$ cat src/rtl/output_argmax_pkg.sv
// Shared parameters and state encoding for the output-layer argmax stage.
package output_argmax_pkg;

    localparam int N_CLASSES  = 10;
    localparam int DATA_W     = 16;
    localparam int IDX_W      = 4;
    localparam int BANK_DEPTH = N_CLASSES;

    typedef enum logic [1:0] {
        IDLE = 2'd0,
        REQ  = 2'd1,
        WAIT = 2'd2,
        DONE = 2'd3
    } state_t;

endpackage

$ cat src/rtl/output_argmax.sv
// Scans the output-neuron accumulators one read at a time and reports the index
// and value of the largest signed entry, with a sticky done flag.
module output_argmax
    import output_argmax_pkg::*;
#(
    parameter int N_CLASSES = output_argmax_pkg::N_CLASSES,
    parameter int DATA_W    = output_argmax_pkg::DATA_W,
    parameter int IDX_W     = output_argmax_pkg::IDX_W
) (
    input  logic                     clk,
    input  logic                     reset,
    input  logic                     compare,
    output logic                     rd_en,
    output logic [IDX_W-1:0]         rd_addr,
    input  logic signed [DATA_W-1:0] rd_data,
    input  logic                     rd_valid,
    output logic                     busy,
    output logic                     done,
    output logic [IDX_W-1:0]         digit,
    output logic signed [DATA_W-1:0] max_value
);

    state_t                     state;
    state_t                     state_nxt;
    logic                       compare_d;
    logic [IDX_W-1:0]           idx;
    logic [IDX_W-1:0]           best_idx;
    logic signed [DATA_W-1:0]   best;
    logic                       start;
    logic                       last;
    logic                       take;

    assign start = compare & ~compare_d;
    assign last  = (idx == IDX_W'(N_CLASSES - 1));
    // The first read always seeds best; strict > keeps the lower index on ties.
    assign take  = (idx == '0) || (rd_data > best);

    // NOTE: non-blocking assignments so every register samples pre-edge values.
    always_ff @(posedge clk or posedge reset) begin
        if (reset) begin
            state     <= IDLE;
            compare_d <= 1'b0;
            idx       <= '0;
            best      <= '0;
            best_idx  <= '0;
        end else begin
            state     <= state_nxt;
            compare_d <= compare;
            case (state)
                IDLE, DONE: begin
                    if (start) idx <= '0;
                end
                WAIT: begin
                    if (rd_valid) begin
                        if (take) begin
                            best     <= rd_data;
                            best_idx <= idx;
                        end
                        if (!last) idx <= idx + 1'b1;
                    end
                end
                default: ;
            endcase
        end
    end

    // NOTE: every output of this block gets a default first so no latch is inferred.
    always_comb begin
        state_nxt = state;
        rd_en     = 1'b0;
        busy      = 1'b0;
        done      = 1'b0;
        case (state)
            IDLE: begin
                if (start) state_nxt = REQ;
            end
            REQ: begin
                rd_en     = 1'b1;
                busy      = 1'b1;
                state_nxt = WAIT;
            end
            WAIT: begin
                busy = 1'b1;
                if (rd_valid) state_nxt = last ? DONE : REQ;
            end
            DONE: begin
                done = 1'b1;
                if (start) state_nxt = REQ;
            end
            default: state_nxt = IDLE;
        endcase
    end

    assign rd_addr   = idx;
    assign digit     = best_idx;
    assign max_value = best;

endmodule

$ cat config.mk
export PLATFORM = sky130hd
export DESIGN_NAME = output_argmax
export DESIGN_NICKNAME = d
export VERILOG_FILES = /design/src/rtl/output_argmax_pkg.sv /design/src/rtl/output_argmax.sv
export SDC_FILE = /design/constraint.sdc
export NUM_CORES = 1
export LEC_CHECK = 0
export BUFFER_PORTS_ARGS = -buffer_cell sky130_fd_sc_hd__buf_2
export CAP_MARGIN = 20
export CORE_MARGIN = 3
export CORE_UTILIZATION = 52
export CTS_CLUSTER_DIAMETER = 80
export CTS_CLUSTER_SIZE = 30
export DETAILED_ROUTE_END_ITERATION = 12
export PLACE_DENSITY_LB_ADDON = 0.15
export SLEW_MARGIN = 10
export SYNTH_ARGS = -nofsm -noshare
export SYNTH_HDL_FRONTEND = slang
export SYNTH_SLANG_ARGS = --single-unit
$ cat constraint.sdc
create_clock -name clk -period 2.9 [get_ports clk]
set_input_delay 0.145 -clock clk [delete_from_list [all_inputs] [get_ports clk]]
set_output_delay 0.145 -clock clk [all_outputs]
set_load 0.02 [all_outputs]
==> impl_metrics.py <==
metrics = {
    "die": {
        "start_util": 0.5716,
        "io_pins": 47,
        "dieWidth_um": 62.47,
        "die_h_um": 62.47,
        "num_rows": 19,
        "dieArea_um2": 3902,
        "fp.coreArea_um2": 2900,
    },
    "clock_tree": {
        "clock_latency_ns": 0.33,
        "post_cts_resized": 0,
        "root_buffer": "clkbuf_4",
        "tritoncts": "done",
        "cts.htree.levels": 1,
        "cts_buffers": 3,
        "clock_sinks": 27,
        "path_clk_slew_ns": 0.15,
        "ctsLongestPathBuffers": 2,
    },
    "pwr": {
        "power.leakage_nw": 1.106,
        "power.density_nw_per_um2": 992.6,
        "clkPwrFrac": 0.082,
        "swShare": 0.4428,
        "seqPwrFrac": 0.328,
        "p_int_mw": 1.100,
        "p_switching_mw": 0.8739,
        "combPwrFrac": 0.590,
        "vdd_ir_drop_max_uv": 499.5,
    },
    "global_route": {
        "grt_pass1_vias": 1234,
        "grt_use_total": 0.1657,
        "grt_start_max_net_pins": 28,
        "gr-total-overflow": 0,
        "antenna_found_initial": 0,
        "grt_pass1_wl_mm": 5.368,
    },
    "synth": {
        "synth_compound_area_frac": 0.09962,
        "synthMuxAreaShare": 0.1509,
        "syn_avg_cell_area_um2": 10.98,
        "synth_fa_ha_area_frac": 0.1660,
        "synth_area_um2": 1658,
        "syn-num-nets": 193,
        "synth_xor_area_frac": 0,
        "yosysWarnings": 0,
        "synthSimpleGateAreaFrac": 0.09585,
        "synth_top_family_by_area": "adder cells",
        "synth_seq_cells": 27,
        "synth_cells": 151,
        "ys_types": 31,
        "yosysSeqAreaShare": 0.4075,
    },
    "detailed_routing": {
        "met3_length_um": 175,
        "viasPerCell": 5.082,
        "drt_iter0_drc": 50,
        "wl_met2_mm": 1.521,
        "drt-wirelength-per-cell_um": 12.77,
        "ant_nets": 0,
        "drc": 0,
        "wirelength_mm": 3.117,
        "wl_met1_mm": 1.420,
        "vias": 1240,
        "firstDrtPassIters": 4,
        "topRoutingLayerUsed": "met3",
    },
    "timing": {
        "maxSlewViolCount": 0,
        "fin_crit_sh": 0.8780,
        "fin_ws_ns": 0.3538,
        "tightest_slew_ns": 0.6311,
        "max_freq_ghz": 0.3927,
        "setup_tns_ns": 0,
        "setup_violations": 0,
        "fin_crit_ns": 2.546,
        "worst_slew_margin_rel": 0.5783,
        "hold_viol_final": 0,
        "rsz0062_at_grt": "no",
        "clock_skew_ns": 0.01364,
    },
    "critical_path": {
        "reg2reg_to": "max_value[1]",
        "reg2reg_setup_slack_ns": 0.35,
        "cp_slowest_cell": "nor2_4",
        "critPathTopFamily": "simple AND/OR/NAND/NOR gates",
        "r2r_cells": 8,
        "slowest_delay_ns": 0.52,
        "required_ns": 3.12,
        "start_kind": "flop",
        "worstPathArrival_ns": 2.76,
        "cp_max_fo": 18,
        "endpoint_kind": "flop",
        "path_buf_inv": 1,
        "r2r-start": "max_value[7]",
        "worstPathCellList": "inv_1 -> ha_1 -> nand4_2 -> nor4_1 -> a221o_2 -> a31oi_4 -> nor2_4 -> mux2_2",
        "criticalPathCategory": "reg -> reg",
    },
    "place": {
        "place_ws_ns": 0.3869,
        "dp_hpwl_mm": 2.463,
        "gp_congestion": 0.8146,
        "port-buffer-count": 46,
    },
    "outcome": {
        "status": "finished, final reports clean",
    },
    "worst_hold_path": {
        "min_to": "max_value[0]",
        "holdCritStartpoint": "rd_data[0]",
        "hold_depth": 2,
        "holdCritPathClass": "in -> reg",
    },
    "flow_run": {
        "maxCapViolCount": 0,
    },
    "cells_and_area": {
        "syn_to_final_growth_pct": 19.92,
        "nFillCells": 241,
        "nNetsFinal": 245,
        "diodes": 0,
        "drive_above_1_share": 0.3614,
    },
}
-- routing by layer --
| layer | vias up | GRT usage |
|---|---|---|
| met5 | - | 0 |
| met4 | 0 | 0.04132 |
| met3 | 0 | 0.02698 |
| met2 | 35 | 0.2983 |
| met1 | 585 | 0.2052 |
| li1 | 620 | - |
-- stage by stage --
step                      hold WS [ns]    util  std cells  cell area, µm²  power, mW
after global placement          0.2672  0.6596        237            1913      1.778
after CTS                      0.05049  0.6726        242            1951      1.992
after detailed placement        0.2689  0.6596        237            1913      1.825
final                          0.06232  0.6855        244            1988      1.974
after floorplan                 0.1764       -        151            1658      1.538
after global routing           0.03206  0.6855        244            1988      2.163
-- worst max path at each step --
stage                             start  depth (start not counted)       endpoint  slack [ns]
after detailed placement   max_value[6]                          8   max_value[1]        0.39
after floorplan           max_value[13]                          8  max_value[10]        0.61
after global routing       max_value[7]                          8  max_value[13]        0.16
final                      max_value[7]                          8   max_value[1]        0.35
after global placement     max_value[7]                          8  max_value[13]        0.46
after CTS                  max_value[6]                          8   max_value[1]        0.34
-- layout by cell type, fill, tap and decap left out, drive strengths merged, types with 3 or more instances in the layout --
| master | netlist | routed |
|---|---|---|
| a21oi | 7 | 7 |
| clkbuf | 0 | 3 |
| buf | 2 | 47 |
| mux2 | 18 | 18 |
| nand3 | 3 | 3 |
| nor2 | 3 | 3 |
| inv | 28 | 28 |
| nand2 | 10 | 10 |
| ha | 22 | 22 |
| nand4 | 3 | 3 |
| o21ai | 9 | 9 |
| dfrtp | 27 | 27 |
-- synth_stat cells (all sizes together) --
master	instances	area, µm²
dfrtp	27	675.7
a21o	1	7.510
nand4b	1	8.760
inv	28	105.1
nand3	3	15.01
ha	22	275.3
or4b	1	10.01
a211oi	2	15.01
nor4	1	6.260
and2	2	12.51
mux2i	1	10.01
nor2b	2	12.51
o221ai	1	8.760
buf	2	27.53
nand2	10	37.54
o31ai	1	7.510
mux2	18	240.2
nor2	3	18.77
nand4	3	25.02
a31oi	2	27.53
a221o	1	11.26
o21ai	9	45.04
a21oi	7	35.03
nand2b	2	12.51
o211ai	1	7.510
-- what timing repair did --
| action | in CTS | in global routing |
|---|---|---|
| endpoints found under the hold margin | 1 | 9 |
| hold buffers | 1 | 1 |
| buffers inserted | 0 | 0 |
-- cell families (layout without fill, tap and decap cells) --
logic type,Yosys count,in the layout
compound gates,25,25
fa+ha+maj,22,22
buf+inv,30,81
flops,27,27
mux,19,19
simple gates,28,28
-- cell type report --
class | instances | area, µm² | share of cell area
well taps | 42 | 52.55 | 0.02643
clock inverters | 1 | 5.005 | 0.002517
inverters | 28 | 105.1 | 0.05286
repair buffers | 49 | 277.8 | 0.1397
clock buffers | 3 | 22.52 | 0.01133
multi-input cells | 94 | 849.6 | 0.4273
flip-flops and latches | 27 | 675.6 | 0.3398
-- state kept, by name (all words and copies together), names as in the netlist --
signal     flops
rd_addr        4
compare_d      1
max_value     16
digit          4
state          2
-- worst register-to-register path: cells and delay by family (launching register included) --
kind	cells	cell delay, ns
flops	1	0.40
compound gates	2	0.27
mux	1	0.41
simple gates	3	0.97
buf+inv	1	0.06
fa+ha+maj	1	0.32
-- power groups by stage --
| stage | Clock (mW) | Sequential (mW) | Combinational, mW |
|---|---|---|---|
| after global placement | 0 | 0.642 | 1.14 |
| after floorplan | 0 | 0.806 | 0.732 |
| final | 0.161 | 0.648 | 1.16 |
| after CTS | 0.170 | 0.649 | 1.17 |
| after global routing | 0.195 | 0.675 | 1.29 |
| after detailed placement | 0 | 0.657 | 1.17 |
(Power assumes the default switching activity.)
